[src/rtl/mem_arbiter_if.sv]
// mem_arbiter_if: bundle of the two cache-controller ports and the memory port
// seen by mem_arbiter.
//   master : cache controllers + memory (drive req/rd/wr/addr/wdata, mem_rdata)
//   slave  : arbiter (drives gnt, rdata/rvalid, mem command, err)
interface mem_arbiter_if;
  localparam int unsigned AW = 16;
  localparam int unsigned DW = 16;

  logic          req0, req1;
  logic          rd0, rd1, wr0, wr1;
  logic [AW-1:0] addr0, addr1;
  logic [DW-1:0] wdata0, wdata1;
  logic          gnt0, gnt1;
  logic [DW-1:0] rdata0, rdata1;
  logic          rvalid0, rvalid1;
  logic          mem_rd, mem_wr;
  logic [AW-1:0] mem_addr;
  logic [DW-1:0] mem_wdata, mem_rdata;
  logic          err;

  modport master (
    output req0, req1, rd0, rd1, wr0, wr1, addr0, addr1, wdata0, wdata1,
    output mem_rdata,
    input  gnt0, gnt1, rdata0, rdata1, rvalid0, rvalid1,
    input  mem_rd, mem_wr, mem_addr, mem_wdata, err
  );

  modport slave (
    input  req0, req1, rd0, rd1, wr0, wr1, addr0, addr1, wdata0, wdata1,
    input  mem_rdata,
    output gnt0, gnt1, rdata0, rdata1, rvalid0, rvalid1,
    output mem_rd, mem_wr, mem_addr, mem_wdata, err
  );
endinterface

[src/rtl/mem_arbiter.sv]
// mem_arbiter: grants whole cache transactions on the shared four-bank memory
// to either the I-cache (port 0) or D-cache (port 1) controller, muxes the
// owner's command onto the memory port, and steers fixed-latency read returns
// back to the issuing port.
// Ports:
//   i_clk    system clock, rising edge
//   i_rst_n  asynchronous active-low reset
//   bus      mem_arbiter_if.slave (requests, grants, memory command, returns, err)
// Parameters: RD_LAT (memory read latency, 1..4), MAX_HOLD (ownership limit, 2..255)
// Build option: ARB_FIXED_PRIO_EN gives port 1 every tie; otherwise round-robin.
module mem_arbiter #(
  parameter int unsigned RD_LAT   = 2,
  parameter int unsigned MAX_HOLD = 16
) (
  input logic           i_clk,
  input logic           i_rst_n,
  mem_arbiter_if.slave  bus
);

  localparam int unsigned HW = 8;
  localparam int unsigned DW = 16;

  typedef enum logic [1:0] {IDLE, OWN0, OWN1, DRAIN} state_t;

  state_t              r_state, w_next;
  logic [HW-1:0]       r_hold;
  logic [RD_LAT-1:0]   r_pipe_vld;
  logic [RD_LAT-1:0]   r_pipe_port;

  logic                w_own0, w_own1;
  logic                w_rd_sel, w_wr_sel;
  logic [DW-1:0]       w_addr_sel, w_wdata_sel;
  logic                w_conflict, w_fwd_rd, w_fwd_wr;
  logic                w_hold_exp, w_pending, w_tie_win1;
  logic                w_rvalid0, w_rvalid1;

`ifdef ARB_FIXED_PRIO_EN
  assign w_tie_win1 = 1'b1;
`else
  logic r_last_owner;
  // Tie goes to whichever port did not own last.
  assign w_tie_win1 = ~r_last_owner;
`endif

  // State register
  always_ff @(posedge i_clk or negedge i_rst_n) begin
    if (!i_rst_n) r_state <= IDLE;
    else          r_state <= w_next;
  end

  // Next state and owner command mux
  always_comb begin
    w_next      = r_state;
    w_own0      = (r_state == OWN0);
    w_own1      = (r_state == OWN1);
    w_rd_sel    = 1'b0;
    w_wr_sel    = 1'b0;
    w_addr_sel  = '0;
    w_wdata_sel = '0;

    if (w_own0) begin
      w_rd_sel    = bus.rd0;
      w_wr_sel    = bus.wr0;
      w_addr_sel  = bus.addr0;
      w_wdata_sel = bus.wdata0;
    end else if (w_own1) begin
      w_rd_sel    = bus.rd1;
      w_wr_sel    = bus.wr1;
      w_addr_sel  = bus.addr1;
      w_wdata_sel = bus.wdata1;
    end

    // rd&wr together is illegal: drop both and flag it
    w_conflict = w_rd_sel & w_wr_sel;
    w_fwd_rd   = w_rd_sel & ~w_wr_sel;
    w_fwd_wr   = w_wr_sel & ~w_rd_sel;
    w_hold_exp = (w_own0 | w_own1) && (r_hold == HW'(MAX_HOLD - 1));
    // A read forwarded in the leaving cycle still needs draining
    w_pending  = (|r_pipe_vld) | w_fwd_rd;

    case (r_state)
      IDLE: begin
        if (bus.req0 && bus.req1) w_next = w_tie_win1 ? OWN1 : OWN0;
        else if (bus.req0)        w_next = OWN0;
        else if (bus.req1)        w_next = OWN1;
      end
      OWN0: if (!bus.req0 || w_hold_exp) w_next = w_pending ? DRAIN : IDLE;
      OWN1: if (!bus.req1 || w_hold_exp) w_next = w_pending ? DRAIN : IDLE;
      DRAIN: if (!(|r_pipe_vld)) w_next = IDLE;
      default: w_next = IDLE;
    endcase
  end

  // Hold counter: zero outside ownership and on entry, counts owned cycles
  always_ff @(posedge i_clk or negedge i_rst_n) begin
    if (!i_rst_n)                                    r_hold <= '0;
    else if ((w_own0 || w_own1) && w_next == r_state) r_hold <= HW'(r_hold + HW'(1));
    else                                             r_hold <= '0;
  end

`ifndef ARB_FIXED_PRIO_EN
  // Remember the most recently granted port
  always_ff @(posedge i_clk or negedge i_rst_n) begin
    if (!i_rst_n) r_last_owner <= 1'b1;
    else if (r_state == IDLE && w_next == OWN0) r_last_owner <= 1'b0;
    else if (r_state == IDLE && w_next == OWN1) r_last_owner <= 1'b1;
  end
`endif

  // Return pipeline of {valid, port}; reset discards in-flight reads
  always_ff @(posedge i_clk or negedge i_rst_n) begin
    if (!i_rst_n) begin
      r_pipe_vld  <= '0;
      r_pipe_port <= '0;
    end else begin
      r_pipe_vld[0]  <= w_fwd_rd;
      r_pipe_port[0] <= w_own1;
      for (int i = 1; i < int'(RD_LAT); i++) begin
        r_pipe_vld[i]  <= r_pipe_vld[i-1];
        r_pipe_port[i] <= r_pipe_port[i-1];
      end
    end
  end

  assign w_rvalid0 = r_pipe_vld[RD_LAT-1] & ~r_pipe_port[RD_LAT-1];
  assign w_rvalid1 = r_pipe_vld[RD_LAT-1] &  r_pipe_port[RD_LAT-1];

  assign bus.gnt0      = w_own0;
  assign bus.gnt1      = w_own1;
  assign bus.mem_rd    = w_fwd_rd;
  assign bus.mem_wr    = w_fwd_wr;
  assign bus.mem_addr  = (w_fwd_rd | w_fwd_wr) ? w_addr_sel : '0;
  assign bus.mem_wdata = w_fwd_wr ? w_wdata_sel : '0;
  assign bus.err       = w_conflict | w_hold_exp;
  assign bus.rvalid0   = w_rvalid0;
  assign bus.rvalid1   = w_rvalid1;
  assign bus.rdata0    = w_rvalid0 ? bus.mem_rdata : '0;
  assign bus.rdata1    = w_rvalid1 ? bus.mem_rdata : '0;

endmodule

[src/flat_wrapper.sv]
// flat-port wrapper written by rule: the top's interface ports become plain ports
module mem_arbiter_flat 
#(
  parameter int unsigned RD_LAT   = 2,
  parameter int unsigned MAX_HOLD = 16
)
  (i_clk, i_rst_n, bus_req0, bus_req1, bus_rd0, bus_rd1, bus_wr0, bus_wr1, bus_addr0, bus_addr1, bus_wdata0, bus_wdata1, bus_mem_rdata, bus_gnt0, bus_gnt1, bus_rdata0, bus_rdata1, bus_rvalid0, bus_rvalid1, bus_mem_rd, bus_mem_wr, bus_mem_addr, bus_mem_wdata, bus_err);
  mem_arbiter_if bus_i ();
  input logic i_clk;
  input logic i_rst_n;
  input wire logic [$bits(bus_i.req0)-1:0] bus_req0;
  input wire logic [$bits(bus_i.req1)-1:0] bus_req1;
  input wire logic [$bits(bus_i.rd0)-1:0] bus_rd0;
  input wire logic [$bits(bus_i.rd1)-1:0] bus_rd1;
  input wire logic [$bits(bus_i.wr0)-1:0] bus_wr0;
  input wire logic [$bits(bus_i.wr1)-1:0] bus_wr1;
  input wire logic [$bits(bus_i.addr0)-1:0] bus_addr0;
  input wire logic [$bits(bus_i.addr1)-1:0] bus_addr1;
  input wire logic [$bits(bus_i.wdata0)-1:0] bus_wdata0;
  input wire logic [$bits(bus_i.wdata1)-1:0] bus_wdata1;
  input wire logic [$bits(bus_i.mem_rdata)-1:0] bus_mem_rdata;
  output wire logic [$bits(bus_i.gnt0)-1:0] bus_gnt0;
  output wire logic [$bits(bus_i.gnt1)-1:0] bus_gnt1;
  output wire logic [$bits(bus_i.rdata0)-1:0] bus_rdata0;
  output wire logic [$bits(bus_i.rdata1)-1:0] bus_rdata1;
  output wire logic [$bits(bus_i.rvalid0)-1:0] bus_rvalid0;
  output wire logic [$bits(bus_i.rvalid1)-1:0] bus_rvalid1;
  output wire logic [$bits(bus_i.mem_rd)-1:0] bus_mem_rd;
  output wire logic [$bits(bus_i.mem_wr)-1:0] bus_mem_wr;
  output wire logic [$bits(bus_i.mem_addr)-1:0] bus_mem_addr;
  output wire logic [$bits(bus_i.mem_wdata)-1:0] bus_mem_wdata;
  output wire logic [$bits(bus_i.err)-1:0] bus_err;
  assign bus_i.req0 = bus_req0;
  assign bus_i.req1 = bus_req1;
  assign bus_i.rd0 = bus_rd0;
  assign bus_i.rd1 = bus_rd1;
  assign bus_i.wr0 = bus_wr0;
  assign bus_i.wr1 = bus_wr1;
  assign bus_i.addr0 = bus_addr0;
  assign bus_i.addr1 = bus_addr1;
  assign bus_i.wdata0 = bus_wdata0;
  assign bus_i.wdata1 = bus_wdata1;
  assign bus_i.mem_rdata = bus_mem_rdata;
  assign bus_gnt0 = bus_i.gnt0;
  assign bus_gnt1 = bus_i.gnt1;
  assign bus_rdata0 = bus_i.rdata0;
  assign bus_rdata1 = bus_i.rdata1;
  assign bus_rvalid0 = bus_i.rvalid0;
  assign bus_rvalid1 = bus_i.rvalid1;
  assign bus_mem_rd = bus_i.mem_rd;
  assign bus_mem_wr = bus_i.mem_wr;
  assign bus_mem_addr = bus_i.mem_addr;
  assign bus_mem_wdata = bus_i.mem_wdata;
  assign bus_err = bus_i.err;
  mem_arbiter #(.RD_LAT(RD_LAT), .MAX_HOLD(MAX_HOLD)) u_core (.i_clk(i_clk), .i_rst_n(i_rst_n), .bus(bus_i));
endmodule
[config.mk]
export PLATFORM = sky130hd
export DESIGN_NAME = mem_arbiter_flat
export DESIGN_NICKNAME = d
export VERILOG_FILES = /design/src/rtl/mem_arbiter_if.sv /design/src/rtl/mem_arbiter.sv /design/src/flat_wrapper.sv
export SDC_FILE = /design/constraint.sdc
export NUM_CORES = 1
export LEC_CHECK = 0
export CAP_MARGIN = 25
export CORE_MARGIN = 2
export CORE_UTILIZATION = 32
export CTS_BUF_LIST = sky130_fd_sc_hd__clkbuf_8
export CTS_CLUSTER_DIAMETER = 80
export CTS_CLUSTER_SIZE = 40
export DETAILED_ROUTE_END_ITERATION = 8
export GPL_TIMING_DRIVEN = 1
export MAX_ROUTING_LAYER = met4
export PLACE_DENSITY = 0.85
export SETUP_SLACK_MARGIN = 0.3
export SKIP_LAST_GASP = 1
export SLEW_MARGIN = 20
export SYNTH_ARGS = -nofsm -noshare
export SYNTH_HDL_FRONTEND = slang
export SYNTH_SLANG_ARGS = --single-unit
[constraint.sdc]
create_clock -name i_clk -period 4.3 [get_ports i_clk]
set_input_delay 0.43 -clock i_clk [delete_from_list [all_inputs] [get_ports i_clk]]
set_output_delay 0.43 -clock i_clk [all_outputs]
set_load 0.005 [all_outputs]
==> flow_summary.toml, run 1 <==
[critical_path]
worstPathArrival_ns = 3.09
cp_num_buf_inv = 2
cp.depth = 6
worst_setup_path_end_kind = "output port"
reg2reg_slack_ns = 1.02
cp.required_ns = 3.87
crit_fanout = 21
crit_path_frequent_cell = "ha_1"
r2r_start = "u_core.r_state[1]"
startpoint_type = "flop"
r2r_cells = 10
crit_path_max_incr_delay_ns = 0.63
crit_family = "adder cells"
reg2reg_to = "u_core.r_hold[3]"
crit_type = "reg -> out"
crit_path_top_delay_cell = "ha_1"
worstPathCellList = "inv_1, ha_1, o21ai_0, ha_1, nor2_1, clkdlybuf4s50_1"

[route]
vias = 2196
drt_first_pass_iters = 4
vias_per_cell = 5.04
wire_per_inst_microns = 15.3
met3_length_microns = 347
drc = 0
drt_iter0_drc = 97
wl_met1_microns = 2710
route.met2.wl_microns = 3530
totalWireLength_microns = 6680
ant_nets = 0
top_layer_used = "met4"

[sta]
clock-skew-final_ns = 0.00366
slew_viol_final = 0
rsz0062_at_grt = "false"
fin_crit_sh = 0.820
fmax_mhz = 284
fin_crit_ns = 3.52
finalHoldViolations = 0
fin_setup_tns_ns = 0
tightest_slew_ns = 0.835
setup-violations-final = 0
maxSlewHeadroom = 0.442
worst_slack_ns = 0.776

[cts]
cts_hold_buf = 0
post_cts_resize_count = 0
cts_root_buffer = "clkbuf_8"
clk_latency_ns = 0.25
clockBufferDepth = 2
postCtsSetupRepairBufs = 0
cts_buffers = 3
htreeDepth = 1
clkTransAtPathRegs_ns = 0.06
cts_sinks = 15
cts_tree = "done"

[power]
pwr-share-comb = 0.766
netSwitchingFraction = 0.446
p_sw_mw = 0.694
pwr-share-seq = 0.160
power_leakage_nw = 1.33
clkPwrFrac = 0.074
internal_power_mw = 0.863
power.density_nw_per_um2 = 464
irDropWorstVdd_mv = 0.320

[die]
die_w_microns = 76.3
die_area_sq_um = 5820
fp-row-count = 26
coreArea_sq_um = 5070
die_y_microns = 76.3
ioPinCount = 159
initial_core_util = 0.330

[cells_and_area]
fin_nets = 463
layout-drive-gt1-share = 0.0437
syn_to_final_growth_pct = 100
fillerInstances = 448
final-seq-area_sq_um = 377
final_core_util = 0.661
multiInputGateArea_sq_um = 1220
stdcell_count = 436
postLayoutCellArea_sq_um = 3350
diodes = 0

[global_route]
grt_max_degree = 29
grtUsageTotal = 0.229
grt_pass1_vias = 2102
antenna_found_initial = 0
grt_first_pass_wirelength_microns = 10700
overflow = 0

[hold_path]
whs_path_depth = 0
min_path_type = "reg -> reg"
min_from = "u_core.r_pipe_port[0]"
min_to = "u_core.r_pipe_port[1]"

[placement]
dp_hpwl_microns = 5440
place_ws_ns = 1.05
gp_congestion = 0.905
post-place-cells = 432
dpl_cell_area_sq_um = 3310
io_buffers = 158

[synth]
synth-seq-cells = 15
postSynthCellCount = 216
netlist_area_sq_um = 1670
ys_seq_area_frac = 0.225
synth_fp_nets = 312
syn_avg_cell_area_sq_um = 7.74
yosysWarnings = 0
synth_cell_types = 37

[run_status]
status = "finished clean"

[job]
cap_violations = 0
## state kept, by name, summed over array words and instances (netlist names)
name and flops:
u_core.r_hold 8, u_core.r_state 2, u_core.r_pipe_port 2, u_core.r_pipe_vld 2
u_core.r_last_owner 1
## per-stage QoR
step | hold WS (ns) | power [mW]
6_report | 0.350 | 1.56
3_5_place_dp | 0.338 | 1.45
3_3_place_gp | 0.331 | 1.42
5_1_grt | 0.355 | 1.69
4_1_cts | 0.353 | 1.57
2_1_floorplan | 0.134 | 0.913
## cells by family after synthesis
logic type / Yosys count / share of synthesized area
and+or+nand+nor: 105 / 0.357
AOI/OAI and AO/OA: 62 / 0.282
buffers and inverters: 20 / 0.0449
DFF: 15 / 0.225
adders and majority gates: 8 / 0.0598
xor gates and xnor gates: 6 / 0.0314
## worst max path at each step
stage,slack (ns),start,end
finish,0.78,u_core.r_state[1],bus_mem_addr[1]
global route,0.58,u_core.r_state[1],bus_mem_addr[1]
CTS,0.76,u_core.r_state[1],bus_mem_addr[1]
detailed placement,1.05,u_core.r_state[1],bus_mem_addr[1]
global placement,1.12,u_core.r_state[1],bus_mem_addr[3]
floorplan,1.27,u_core.r_state[1],u_core.r_hold[2]
## cell usage after synthesis
cell       n  area share
and3_1    18       0.067
dfrtp_1   14        0.21
nor4_1     8       0.030
a21boi_2   2       0.013
a32o_2     1      0.0067
a21o_2     2       0.010
nand2b_1   3       0.011
nand3_1    3      0.0090
o21a_1     4       0.018
or2_2      2      0.0075
buf_1      1      0.0022
nor2b_1   18       0.067
nor2_1    21       0.047
a21boi_0   1      0.0045
o21ai_0    5       0.015
xnor2_1    3       0.016
nor4b_4    1       0.014
a22oi_1   32        0.14
inv_1      6       0.013
o221ai_1   1      0.0052
a32oi_1    1      0.0052
a21o_1     2      0.0090
nand2_1   11       0.025
o41ai_4    1       0.016
and2_1    17       0.064
a211oi_1   1      0.0045
dfstp_2    1       0.016
o22ai_1    1      0.0037
a21oi_1    6       0.018
nor4b_1    1      0.0052
clkbuf_1  13       0.029
o211ai_1   1      0.0045
xor2_1     3       0.016
ha_1       8       0.060
and4b_1    1      0.0060
a31oi_1    1      0.0037
or3_1      1      0.0037
## layer usage
layer,up-vias,global-route usage
li1,1088,-
met1,1023,0.258
met2,76,0.421
met3,9,0.0355
met4,0,0.0564
met5,-,-
## layout make-up
type                    count  share of cell area
flip-flops and latches     15               0.112
well taps                  70              0.0261
multi-input cells         181               0.365
clock inverters             1             0.00112
inverters                   6             0.00672
repair buffers            160               0.476
clock buffers               3              0.0123
## power groups by stage
stage	clock network (mW)	logic [mW]	registers (mW)
2_1_floorplan	0	0.697	0.216
3_5_place_dp	0	1.20	0.252
4_1_cts	0.118	1.20	0.249
5_1_grt	0.125	1.30	0.260
3_3_place_gp	0	1.17	0.251
6_report	0.115	1.19	0.250
## cells in the final DEF, fill, tap and decap left out, drive strengths merged, types with 2 or more instances in the layout
| master | Yosys | routed |
|---|---|---|
| a21boi | 3 | 3 |
| a21o | 4 | 4 |
| a21oi | 6 | 6 |
| a22oi | 32 | 32 |
| and2 | 17 | 17 |
| and3 | 18 | 18 |
| buf | 1 | 2 |
| clkbuf | 13 | 3 |
| clkdlybuf4s50 | 0 | 158 |
| dfrtp | 14 | 14 |
| ha | 8 | 8 |
| inv | 6 | 7 |
| nand2 | 11 | 11 |
| nand2b | 3 | 3 |
| nand3 | 3 | 3 |
| nor2 | 21 | 21 |
| nor2b | 18 | 18 |
| nor4 | 8 | 8 |
| nor4b | 2 | 2 |
| o21a | 4 | 4 |
| o21ai | 5 | 5 |
| or2 | 2 | 2 |
| xnor2 | 3 | 3 |
| xor2 | 3 | 3 |
Power figures use the tool's default switching activity.
==> inputs of run 2 (changes only) <==
- CORE_UTILIZATION: 32 -> 31
- PLACE_DENSITY: 0.85 -> 0.83
- clock period: 4.3 -> 3.5 ns (I/O delays scaled with it)
==> run 2 against run 1 <==
Effect of this change: non-clock buffer count grew 2; combinational power grew 25%; sequential power grew 22%; setup slack lost 0.17 ns; die area grew 3.1%; total power grew 24%; clock-buffer cell count is the same; first-iteration DRC count grew 9.3%; highest routed layer unchanged.
==> flow_summary.toml, run 2 (synthesized netlist as in run 1, its figures left out) <==
[global_route]
grt_max_degree = 32
grt_use_met1 = 0.268
antenna_found_initial = 0
overflow = 0
met3_usage = 0.0360
grtUsageMet2 = 0.386
grt_busiest_layer = "met2"
grt_first_pass_wirelength_microns = 10500
grt_pass1_vias = 1979
grtUsageTotal = 0.217

[route]
wire_per_inst_microns = 15.1
vias = 2184
ant_nets = 0
drt_iter0_drc = 106
drc = 0
vias_per_cell = 4.99
totalWireLength_microns = 6610
drt_first_pass_iters = 4

[die]
ioPinCount = 159
die_w_microns = 77.5
coreArea_sq_um = 5170
die_y_microns = 77.5
fp-row-count = 26
initial_core_util = 0.323
die_area_sq_um = 6000

[cts]
cts_sinks = 15
cts_buffers = 3
htreeDepth = 1
cts_hold_buf = 0
clockBufferDepth = 2
clkTransAtPathRegs_ns = 0.06
clk_latency_ns = 0.25
cts_root_buffer = "clkbuf_8"
cts_tree = "done"

[sta]
fmax_mhz = 346
rsz0062_at_grt = "false"
maxSlewHeadroom = 0.440
fin_crit_sh = 0.827
tightest_slew_ns = 0.838
fin_setup_tns_ns = 0
slew_viol_final = 0
worst_slack_ns = 0.606
setup-violations-final = 0
clock-skew-final_ns = 0.00405
holdWs_ns = 0.348
finalHoldViolations = 0
fin_crit_ns = 2.89

[critical_path]
crit_type = "reg -> out"
crit_family = "buffers and inverters"
cp_num_buf_inv = 2
worst_setup_path_end_kind = "output port"
worstPathCellList = "inv_1, ha_1, nand2_1, o21ai_1, ha_2, nor2b_1, clkdlybuf4s50_1"
worstPathArrival_ns = 2.54
crit_path_top_delay_cell = "clkdlybuf4s50_1"
startpoint_type = "flop"
cp.required_ns = 3.15
crit_path_max_incr_delay_ns = 0.53
crit_fanout = 17

[cells_and_area]
syn_to_final_growth_pct = 102
multiInputGateArea_sq_um = 1230
stdcell_count = 438
final-seq-area_sq_um = 377
layout_common_cells = "clkdlybuf4s50_1 (158), a22oi_1 (32), nor2_1 (21), and3_1 (18)"
top_register = "u_core.r_hold"
final_core_util = 0.653
largest_register_ffs = 8
fillerInstances = 443
postLayoutCellArea_sq_um = 3380
layout_commonest_cell = "clkdlybuf4s50_1"
layout-drive-gt1-share = 0.0571
diodes = 0
fin_nets = 465

[placement]
dpl_cell_area_sq_um = 3320
dp_hpwl_microns = 5440
io_buffers = 158
place_ws_ns = 0.453
gp_congestion = 0.887
post-place-cells = 434

[power]
power_leakage_nw = 1.34
total_power_mw = 1.94
irDropWorstVdd_mv = 0.534
power.density_nw_per_um2 = 573

[hold_path]
min_path_type = "reg -> reg"

[run_status]
status = "finished clean"

[job]
cap_violations = 0
## run 2: worst paths after layout
kind / endpoint / slack, ns / depth (start not counted) / startpoint
max reg2reg: u_core.r_hold[5] / 0.75 / 10 / u_core.r_state[0]
max: bus_mem_wdata[3] / 0.61 / 7 / u_core.r_state[0]
min: u_core.r_pipe_port[1] / 0.35 / 0 / u_core.r_pipe_port[0]
max in group asynchronous: u_core.r_hold[7] / 2.58 / 1 / i_rst_n
min reg2reg: u_core.r_pipe_port[1] / 0.35 / 0 / u_core.r_pipe_port[0]
min in group asynchronous: u_core.r_hold[4] / 0.50 / 1 / i_rst_n
## run 2: cell type report
type	count	share of cell area
tap	70	0.0259
inverter	6	0.00667
clock buffer	3	0.0122
timing repair buffer	162	0.478
multi-input combinational	181	0.364
clock inverter	1	0.00148
sequential	15	0.112
## run 2: repair_timing
item / in CTS / in global routing
resized for setup: 0 / 5
setup buffers: 0 / 0
setup endpoints to repair: 0 / 41
endpoints found under the hold margin: 0 / 0
## run 2: power by group
part	internal, mW	switching (mW)	total (mW)
clock network	0.0788	0.0591	0.138
registers	0.226	0.0806	0.306
logic	0.783	0.709	1.49
## run 2: metal layers
layer | wire, microns | share of wire
met1 | 2600 | 0.39
met2 | 3600 | 0.55
met3 | 382 | 0.058
met4 | 21 | 0.0032
met5 | 0 | 0
